===== config.mk =====
export PLATFORM = sky130hd
export DESIGN_NAME = fsk_div_scheduler
export DESIGN_NICKNAME = d
export VERILOG_FILES = /design/src/rtl/modulation_pkg.sv /design/src/rtl/fsk_carry_counter.sv /design/src/rtl/fsk_div_scheduler.sv
export SDC_FILE = /design/constraint.sdc
export NUM_CORES = 1
export LEC_CHECK = 0
export ABC_AREA = 1
export CORE_ASPECT_RATIO = 0.8
export CORE_UTILIZATION = 25
export CTS_CLUSTER_SIZE = 12
export DETAILED_ROUTE_END_ITERATION = 10
export PLACE_DENSITY = 0.53
export SKIP_LAST_GASP = 1
export SYNTH_ARGS = -nofsm -noshare
export SYNTH_HDL_FRONTEND = slang
export SYNTH_SLANG_ARGS = --single-unit

===== constraint.sdc =====
create_clock -name clk -period 1.7 [get_ports clk]
set_clock_uncertainty 0.2 [all_clocks]
set_input_delay 0.425 -clock clk [delete_from_list [all_inputs] [get_ports clk]]
set_output_delay 0.425 -clock clk [all_outputs]
set_load 0.02 [all_outputs]

===== src/rtl/modulation_pkg.sv =====
// rtl/modulation_pkg.sv - FSM encoding, default widths and helpers for the FSK divider scheduler
package modulation_pkg;

   typedef enum logic [1:0] {
      ST_IDLE = 2'd0,
      ST_LOAD = 2'd1,
      ST_RUN  = 2'd2
   } sched_state_e;

   localparam int DEF_CNT_W           = 3;
   localparam int DEF_SYM_W           = 2;
   localparam int DEF_CARRIES_PER_SYM = 16;

   function automatic int cnt_width(input int n);
      return (n <= 2) ? 1 : $clog2(n);
   endfunction

endpackage


===== src/rtl/fsk_carry_counter.sv =====
// rtl/fsk_carry_counter.sv - counts divider carries within a symbol, flags the terminal count
module fsk_carry_counter
   import modulation_pkg::*;
#(
   parameter int TERMINAL = DEF_CARRIES_PER_SYM
) (
   input  logic clk,
   input  logic rst_n,
   input  logic clr_i,
   input  logic carry_i,
   output logic term_o
);

   localparam int CW = cnt_width(TERMINAL);

   logic [CW-1:0] count_q, count_d;

   assign term_o = (count_q == CW'(TERMINAL - 1));

   // The terminal carry always leaves RUN, so the count never needs to wrap.
   always_comb begin
      count_d = count_q;
      if (clr_i) begin
         count_d = '0;
      end else if (carry_i && !term_o) begin
         count_d = count_q + 1'b1;
      end
   end

   always_ff @(posedge clk or negedge rst_n) begin
      if (!rst_n) begin
         count_q <= '0;
      end else begin
         count_q <= count_d;
      end
   end

endmodule


===== src/rtl/fsk_div_scheduler.sv =====
// rtl/fsk_div_scheduler.sv - symbol-to-tone sequencer driving freqdivider cnt/init/sel
// Optional FSK_IDLE_TONE_EN: on underrun with enable high, load symbol 0 instead of idling.
module fsk_div_scheduler
   import modulation_pkg::*;
#(
   parameter int CNT_W           = DEF_CNT_W,
   parameter int SYM_W           = DEF_SYM_W,
   parameter int CARRIES_PER_SYM = DEF_CARRIES_PER_SYM
) (
   input  logic             clk,
   input  logic             rst,
   input  logic             enable,
   input  logic             cfg_we,
   input  logic [SYM_W-1:0] cfg_addr,
   input  logic [CNT_W-1:0] cfg_data,
   input  logic             sym_valid,
   input  logic [SYM_W-1:0] sym_data,
   output logic             sym_ready,
   input  logic             div_carry,
   output logic [CNT_W-1:0] div_cnt,
   output logic             div_init,
   output logic             div_sel,
   output logic             busy,
   output logic             sym_done,
   output logic             underrun
);

   localparam int DEPTH = 2 ** SYM_W;

   sched_state_e     state_q, state_d;
   logic [CNT_W-1:0] tone_q [DEPTH];
   logic [SYM_W-1:0] sym_q, sym_d;
   logic [SYM_W-1:0] pend_q, pend_d;
   logic             pend_vld_q, pend_vld_d;
   logic [CNT_W-1:0] div_cnt_q, div_cnt_d;
   logic [CNT_W-1:0] tone_sel;
   logic             cnt_clr, cnt_inc, term;

   assign tone_sel = tone_q[sym_q];

   fsk_carry_counter #(
      .TERMINAL (CARRIES_PER_SYM)
   ) u_carry_counter (
      .clk     (clk),
      .rst_n   (rst),
      .clr_i   (cnt_clr),
      .carry_i (cnt_inc),
      .term_o  (term)
   );

   // Table writes land at the clock edge, so a LOAD in the same cycle sees the old entry.
   always_ff @(posedge clk or negedge rst) begin
      if (!rst) begin
         for (int i = 0; i < DEPTH; i++) begin
            tone_q[i] <= '0;
         end
      end else if (cfg_we) begin
         tone_q[cfg_addr] <= cfg_data;
      end
   end

   always_comb begin
      state_d    = state_q;
      sym_d      = sym_q;
      pend_d     = pend_q;
      pend_vld_d = pend_vld_q;
      div_cnt_d  = div_cnt_q;
      sym_ready  = 1'b0;
      div_init   = 1'b0;
      sym_done   = 1'b0;
      underrun   = 1'b0;
      cnt_clr    = 1'b0;
      cnt_inc    = 1'b0;
      case (state_q)
         ST_IDLE: begin
            sym_ready = enable;
            if (sym_valid && enable) begin
               sym_d   = sym_data;
               state_d = ST_LOAD;
            end
         end
         ST_LOAD: begin
            div_init  = 1'b1;
            div_cnt_d = tone_sel;
            cnt_clr   = 1'b1;
            state_d   = ST_RUN;
         end
         ST_RUN: begin
            sym_ready = enable && !pend_vld_q && term;
            cnt_inc   = div_carry;
            if (sym_valid && sym_ready) begin
               pend_d     = sym_data;
               pend_vld_d = 1'b1;
            end
            if (div_carry && term) begin
               sym_done = 1'b1;
               // A symbol accepted on the terminal carry itself goes straight to LOAD.
               if (pend_vld_q) begin
                  sym_d      = pend_q;
                  pend_vld_d = 1'b0;
                  state_d    = ST_LOAD;
               end else if (sym_valid && sym_ready) begin
                  sym_d      = sym_data;
                  pend_vld_d = 1'b0;
                  state_d    = ST_LOAD;
               end else begin
                  underrun = enable;
`ifdef FSK_IDLE_TONE_EN
                  if (enable) begin
                     sym_d   = '0;
                     state_d = ST_LOAD;
                  end else begin
                     state_d = ST_IDLE;
                  end
`else
                  state_d = ST_IDLE;
`endif
               end
            end
         end
         default: state_d = ST_IDLE;
      endcase
   end

   always_ff @(posedge clk or negedge rst) begin
      if (!rst) begin
         state_q    <= ST_IDLE;
         sym_q      <= '0;
         pend_q     <= '0;
         pend_vld_q <= 1'b0;
         div_cnt_q  <= '0;
      end else begin
         state_q    <= state_d;
         sym_q      <= sym_d;
         pend_q     <= pend_d;
         pend_vld_q <= pend_vld_d;
         div_cnt_q  <= div_cnt_d;
      end
   end

   // The divider samples cnt while init is high, so LOAD presents the table entry directly.
   assign div_cnt = (state_q == ST_LOAD) ? tone_sel : div_cnt_q;
   assign div_sel = 1'b0;
   assign busy    = (state_q != ST_IDLE);

endmodule

==> results of run 1 <==
-- where the power goes --
part / switching [mW] / internal [mW] / total (mW)
Combinational: 0.727 / 0.715 / 1.44
Sequential: 0.149 / 0.798 / 0.947
Clock: 0.196 / 0.315 / 0.511
-- logic make-up (layout without fill, tap and decap cells) --
group | after synthesis | count (layout) | share of synthesized area (%)
AOI/OAI and AO/OA | 27 | 27 | 11.3
xor gates and xnor gates | 1 | 1 | 0.678
buffers and inverters | 20 | 80 | 6.39
and+or+nand+nor | 85 | 85 | 30.0
other | 1 | 1 | 0.290
DFF | 26 | 26 | 50.3
adders and majority gates | 1 | 1 | 0.968
-- worst min-delay path by stage --
stage          startpoint  cells after the start      endpoint  slack, ns
4_1_cts         tone_q[8]                      2     tone_q[8]       0.29
5_1_grt               rst                      2     tone_q[2]       0.30
6_report        tone_q[8]                      2     tone_q[8]       0.29
3_5_place_dp    tone_q[8]                      2     tone_q[8]       0.27
3_3_place_gp    tone_q[7]                      2     tone_q[7]       0.26
2_1_floorplan         rst                      0  div_cnt_q[0]      -0.07
-- worst reg2reg max path: cells and delay by family (launching register included) --
family                 cells  cell delay (ns)
buffers and inverters      6             0.66
flip-flops                 1             0.41
AND/OR/NAND/NOR            4             0.31
AO/OA/AOI/OAI              1             0.17
-- state kept, by name, summed over array words and instances (netlist names) --
register,flops
tone_q,12
u_carry_counter.count_q,4
div_cnt_q,3
pend_q,2
state_q,2
sym_q,2
pend_vld_q,1
-- metal layers --
layer	up-vias	routed length (um)	global-route usage, %
met5	-	0	0
met4	0	18	2.63
met3	2	103	3.72
met2	17	1360	18.2
met1	560	1460	16.4
li1	638	-	-
-- through the flow --
step	utilization (%)	hold WS (ns)	TNS [ns]	power [mW]
detailed placement	35.9	0.268	-6.28	2.12
global route	41.6	0.299	-2.95	3.11
floorplan	-	-0.0706	-0.102	1.54
global placement	35.9	0.260	-6.04	2.12
finish	41.6	0.287	-2.01	2.90
CTS	39.8	0.290	-2.24	2.81
-- Yosys cell counts, drive strengths merged --
cell and count:
nand2 41, dfrtp 26, nor2 24, o21ai 23, inv 18, nand3 17
a21oi 4, buf 2, nand4 2, conb 1, ha 1, nor4 1
xor2 1
-- timing repair --
action / 4_1_cts / 5_1_grt
endpoints found under the hold margin: 0 / 0
pin swaps: 5 / 16
gates resized for setup: 63 / 24
buffers inserted: 11 / 5
setup endpoints to repair: 8 / 15
-- final cells by class --
type | instances | area, um^2
fill | 509 | 2910
multi-input combinational | 115 | 666
sequential | 26 | 652
timing repair buffer | 58 | 532
tap | 62 | 77.6
inverter | 18 | 72.6
clock buffer | 3 | 41.3
clock inverter | 1 | 30.0
==> flow_summary.toml, run 1 <==
[critical_path]
endpoint_kind = "output port"
cp_data_required_time_ns = 1.07
startpoint = "sym_q[0]"
rr_startpoint = "state_q[0]"
crit_top_cell = "nor2_1"
cp_num_buf_inv = 2
critPathArrivalTime_ns = 1.41
crit_cells = 6
cp-start-kind = "flop"
crit_type = "reg2out"
crit_chain = "inv_4 -> nor2_1 -> nor2_1 -> nor2_1 -> a21oi_2 -> buf_6"
reg2reg_slack_ns = -0.14
rr_worst_depth = 11
cp_slowest_stage_delay_ns = 0.48
r2r_end = "sym_q[0]"
critical_path.slowest_cell = "dfrtp_2"
crit_fanout = 8
cpLargestDelayFamily = "flip-flops"
endpoint = "div_cnt[2]"

[sta]
period_share_pct = 120
rsz0062_at_grt = "yes"
layout_setup_ws_ns = -0.335
setup_viol = 11
slew_viol_final = 0
clock.fmax_mhz = 491
hold_violations = 0
fin_crit_ns = 2.04

[floorplanning]
row_count = 23
die_w_um = 82.4
start_util_pct = 26.0
die_area_um2 = 5460
core_um2 = 4980
die_y_um = 66.3
pin_count = 22

[power_and_ir_drop]
p_leak_nw = 1.02
peakVddDrop_uv = 574
power_per_cell_area_nw_per_um2 = 1400

[synthesis]
yosys-top-cells-area = "dfrtp_1 50%, nand2_1 11%, o21ai_0 7.0%"
synth_seq_cells = 26
ys_warn_count = 0
synth_top_area_cell = "dfrtp_1"
mappedNetlistArea_um2 = 1290
syn_area_per_cell_um2 = 8.03
synth-seq-area-share_pct = 50.3
synth_cell_type_count = 21
netlist.area_leader.share_pct = 50.3
syn-num-nets = 175
synth_cells = 161

[clock_network]
clockRootBuffer = "clkbuf_8"
numCtsBuffers = 3
clock_latency_ns = 0.27
cts_hold_buf = 0
cts_tree = "built"
clk_pin_slew_ns = 0.09
clk_path_buf_depth = 2
htree_levels = 1
cts.sinks = 26

[layout]
final_nets = 236
syn_to_final_growth_pct = 60.2
final_common_cell = "nand2_1"
fin_area_um2 = 2070
layout_common_cells = "36 x nand2_1, 29 x buf_4, 25 x dfrtp_1"
drive_gt1_share_pct = 36.7
num_antenna_cells = 0
fin_cells = 283

[place]
dp_cells = 268
gp_congestion = 0.799
postPlaceCellArea_um2 = 1790
io_buffers = 20
place_hpwl_um = 2190
pre_cts_slack_ns = -0.810

[routing]
vias = 1217
viasPerCell = 4.30
dr.pass1.iters = 6
ant_nets = 0
totalWireLength_um = 2940
wl_per_cell_um = 10.4
drt_iter0_markers = 62
drc_errors = 0

[worst_hold_path]
hold_path.class = "reg2reg"

[status]
violations = "setup timing"
outcome = "finished, violations left"

[grt]
antenna_found_initial = 0
grt_pass1_wl_um = 4900
grt_usage_pct = 12.0
grt-ovfl-total = 0
grt_max_degree = 27
grt_pass1_vias = 1109

[job]
cap_violations = 0
(Power assumes the default switching activity.)
==> run 2, diff against run 1 <==
MAX_ROUTING_LAYER = met4   (was unset)
==> results of run 2 <==
The final DEF is identical to that of run 1; final timing and power are the same.
Main changes from that run: final weighted congestion in routability-driven placement 0.799 -> 0.810; overall routing resource usage 12.0% -> 12.3%
==> run 3, diff against run 2 <==
PLACE_DENSITY = unset   (was 0.53)
==> run 3 against run 2 <==
Net effect: largest power group unchanged; utilization decreased by 0.60 points; global-route usage increased by 0.66 points; critical path type unchanged; final cell count decreased by 1.1%; count of clock-buffer cells in the layout increased by 1; routed wire length increased by 0.85%; combinational power about the same; the run still ends with setup timing left.
==> flow_summary.toml, run 3 (synthesis gave the netlist of run 1 again) <==
[sta]
fin_crit_ns = 1.99
setup_viol = 8
fin_setup_tns_ns = -1.80
layout_setup_ws_ns = -0.289
hold_violations = 0
slew_viol_final = 0
rsz0062_at_grt = "yes"
clock.fmax_mhz = 503
hold_slack_ns = 0.294
period_share_pct = 117

[floorplanning]
row_count = 23
start_util_pct = 26.0
core_um2 = 4980
die_y_um = 66.3
die_w_um = 82.4
pin_count = 22
die_area_um2 = 5460

[grt]
antenna_found_initial = 0
grt_pass1_vias = 1158
grt_usage_pct = 12.9
grt_pass1_wl_um = 5160
grt_max_degree = 27
grt-ovfl-total = 0

[place]
postPlaceCellArea_um2 = 1780
place_hpwl_um = 2170
gp_congestion = 0.798
io_buffers = 20
dp_cells = 267

[routing]
totalWireLength_um = 2970
vias = 1181
dr.pass1.iters = 4
wl_per_cell_um = 10.6
ant_nets = 0
viasPerCell = 4.22
drc_errors = 0
drt_iter0_markers = 49

[power_and_ir_drop]
p_leak_nw = 0.977
seqPwrFrac_pct = 33.9
p_switching_mw = 1.09
p_int_mw = 1.73
power_per_cell_area_nw_per_um2 = 1380
peakVddDrop_uv = 476
clkPwrFrac_pct = 14.3
p_comb_share_pct = 51.9
swShare_pct = 38.7

[critical_path]
crit_type = "reg2out"
endpoint_kind = "output port"
rr_worst_depth = 9
reg2reg_slack_ns = 0.03
critPathArrivalTime_ns = 1.36
cp-start-kind = "flop"
cp_data_required_time_ns = 1.07
crit_fanout = 8

[layout]
reg_top3 = "tone_q x12, u_carry_counter.count_q x4, div_cnt_q x3"
top_register = "tone_q"
drive_gt1_share_pct = 38.1
syn_to_final_growth_pct = 57.9
fill_cells = 510
num_antenna_cells = 0
fin_area_um2 = 2040
final_nets = 233
layout_common_cells = "37 x nand2_1, 31 x buf_4, 24 x dfrtp_1"
largest_reg_flops = 12
fin_cells = 280
final_common_cell = "nand2_1"

[clock_network]
htree_levels = 1
clk_pin_slew_ns = 0.09
cts.sinks = 26
numCtsBuffers = 3
cts_tree = "built"
clockRootBuffer = "clkbuf_8"
clock_latency_ns = 0.27
clk_path_buf_depth = 2

[job]
cap_violations = 0

[worst_hold_path]
hold_path.class = "in2async"

[status]
outcome = "finished, violations left"
violations = "setup timing"
[run 3: cell type report]
class,instances,area [um^2],area share [%]
Sequential cell,26,653,32.0
Multi-Input combinational cell,115,686,33.6
Clock buffer,4,55.1,2.70
Timing Repair Buffer,55,494,24.2
Inverter,18,75.1,3.68
Tap cell,62,77.6,3.80
[run 3: layer usage]
metal | global-route usage (%) | vias to the layer above | part of all wire (%)
li1 | - | 634 | -
met1 | 17.0 | 530 | 52
met2 | 19.4 | 13 | 44
met3 | 2.21 | 4 | 2.0
met4 | 5.70 | 0 | 1.1
met5 | - | - | 0
[run 3: through the flow]
stage	worst slack [ns]	util, %	total power, mW
after global routing	-0.399	41.0	3.05
after global placement	-0.788	35.8	2.09
final	-0.289	41.0	2.82
after CTS	-0.304	38.9	2.70
after floorplan	-0.102	-	1.54
after detailed placement	-0.792	35.8	2.11
[run 3: worst max-delay path, stage by stage, from the launching register on]
cell     delay (ns)
dfrtp_2        0.48
inv_4          0.11
nor2_2         0.03
nor2_1         0.10
nor2_1         0.06
a21oi_2        0.17
buf_6          0.14
[run 3: power groups by stage]
stage / Sequential [mW] / Clock (mW) / Combinational (mW)
after floorplan: 0.918 / 0 / 0.624
after global placement: 0.917 / 0 / 1.18
after detailed placement: 0.926 / 0 / 1.19
after CTS: 0.948 / 0.420 / 1.33
after global routing: 0.982 / 0.434 / 1.63
final: 0.957 / 0.403 / 1.46
[run 3: path summary, 6_finish.rpt]
| kind | start | end |
|---|---|---|
| setup / recovery | sym_q[0] | div_cnt[1] |
| hold / removal | rst | pend_vld_q |
| setup reg to reg | state_q[0] | sym_q[1] |
| hold reg to reg | pend_q[1] | pend_q[1] |
| max in group asynchronous | rst | sym_q[1] |
| min in group clk | pend_q[1] | pend_q[1] |
[run 3: timing repair]
action | in CTS | in global routing
setup endpoints to repair | 8 | 15
pin swaps | 9 | 9
resized for setup | 66 | 25
hold buffers | 0 | 0
setup buffers | 7 | 5
==> patch (settings of run 3) <==
Encoding of `sched_state_e`: now one-hot (3 bits for 3 states).
--- a/src/rtl/modulation_pkg.sv
+++ b/src/rtl/modulation_pkg.sv
@@ -1,10 +1,10 @@
 // rtl/modulation_pkg.sv - FSM encoding, default widths and helpers for the FSK divider scheduler
 package modulation_pkg;
 
-   typedef enum logic [1:0] {
-      ST_IDLE = 2'd0,
-      ST_LOAD = 2'd1,
-      ST_RUN  = 2'd2
+   typedef enum logic [2:0] {
+      ST_IDLE = 3'b001,
+      ST_LOAD = 3'b010,
+      ST_RUN  = 3'b100
    } sched_state_e;
 
    localparam int DEF_CNT_W           = 3;
Formal check against the unedited RTL: no difference found for any inputs over 10 cycles, from zero or initial values and one cycle with rst low; not proved beyond that.
==> patch against run 3 <==
- the flow still finishes with violations (setup timing)
- sequential share of layout area down 0.064 points
- power up 12%
- count of clock-buffer cells in the layout down 1
- cell area up 4.2%
- final cell count up 2.5%
- setup slack worse by 120 ps
- sequential cell count up 1
- area after synthesis up 6.5%
- routed wire length up 11%
- highest routed layer unchanged
==> patch: results (changes against run 3) <==
total CTS buffers 3 (unchanged); crit path max-delay cell type dfrtp_1; H-tree levels 1 (unchanged); DR vias/cell 4.33 (+2.8%); worst setup path end underrun; Worst setup startpoint u_carry_counter.count_q[1]$_DFFE_PN0P_; root buf cell clkbuf_8; maximum clock path buffer count 2 (unchanged); GRT Overall Usage 12.7% (-0.21 points); met2 routed WL 1520 um (+15%); peak per-stage delay on the critical path 410 ps (-70 ps); Cell Area, Placed 1880 um2 (+5.6%); EDFF count, synth 0 (unchanged); VDD IR max 0.916 mV (+93%); Mapped Cells 169 (+5.0%); worst hold margin 288 ps (-5.43 ps); nets 240 (+3.0%); initial antenna violation count 0 (unchanged); asr flop ratio synth 100% (unchanged); global-route wire length before repair 5560 um (+7.8%); R2R setup slack 90 ps (+60 ps); met3 wire length 142 um (+140%); layout cells sized above 1 40.4% (+2.4 points); clock latency on the worst-skew pair 270 ps (about the same); Clk power 0.376 mW (-6.7%); final RePlAce weighted congestion 0.804 (+0.71%); Avg WL per Cell 11.5 um (+8.6%); Clk pin slew, worst setup/hold paths ~100 ps; largest net degree at the start of global routing 28 (+3.7%); uppermost layer routed met4; Place WS -1020 ps (-228 ps); cell family with most CP delay simple AND/OR/NAND/NOR gates; detailed-placement wirelength estimate 2340 um (+7.6%); crit path max fanout 2 (-6); Lkg Pwr 1.02 nW (+4.1%); register area share after synthesis 49.2% (-1.2 points); diode count 0 (unchanged); Initial DRT Pass Iterations 4 (unchanged); Final WS setup -409 ps (-120 ps); DRT met1 WL 1630 um (+5.2%); sequential power 1.04 mW (+9%); met1 usage 16.7% (-0.29 points); Arrival @ worst endpoint 1480 ps (+120 ps); Top Registers tone_q: 12 flops, u_carry_counter.count_q: 4 flops; dpl cells 275 (+3.0%); top cells by area, synth dfrtp_1 (47%), nand2_1 (12%), o21ai_0 (8.7%), nand3_1 (4.7%), nor2_1 (3.8%); Post-Syn Nets 183 (+4.6%); reg2reg start state_q[0]$_DFFE_PN1P_; failing checks setup timing; Clock power frac 11.9% (-2.4 points); M2 GR Usage 20.5% (+1.0 points); initial drt markers 59 (+20%); M3 GR Usage 3.50% (+1.3 points); status complete, but fails checks; Finish-stage setup viols 8 (unchanged); unique cell type count in the Yosys netlist 24 (+14%); net switching power 1.30 mW (+19%); total number of vias 1244 (+5.3%); TNS Setup -2530 ps (-730 ps); top cells by count, synth nand2_1 (43), dfrtp_1 (26), o21ai_0 (24)
## patch: changes by cell type in the layout (fill, tap and decap cells not counted), moves of 4 or more
| cell | before | now |
|---|---|---|
| nand2_2 | 3 | 11 |
| buf_4 | 31 | 26 |
| nor2_1 | 12 | 7 |
| o21ai_0 | 14 | 19 |
| a21oi_2 | 4 | 0 |
| o21ai_2 | 1 | 5 |
## patch: repair_timing
item	CTS	global route
setup buffers	9	6
endpoints found under the setup margin	8	13
cloned	0	0
pin swaps	7	18
resized for setup	55	37
## patch: cell families (layout without fill, tap and decap cells)
family	Yosys count	after routing	share of synthesized area [%]
adders and majority gates	1	1	0.909
and+or+nand+nor	86	86	30.6
other	1	1	0.272
buffers and inverters	19	75	5.46
DFF	27	27	49.2
xor gates and xnor gates	2	2	1.27
AOI/OAI and AO/OA	33	33	12.3
## patch: area by class of cell
class	instances	area (um2)
clock inverters	1	5.00
clock buffers	3	41.3
inverters	18	80.1
well taps	62	77.6
flip-flops and latches	27	679
fillers	504	3020
repair buffers	53	495
multi-input cells	123	748
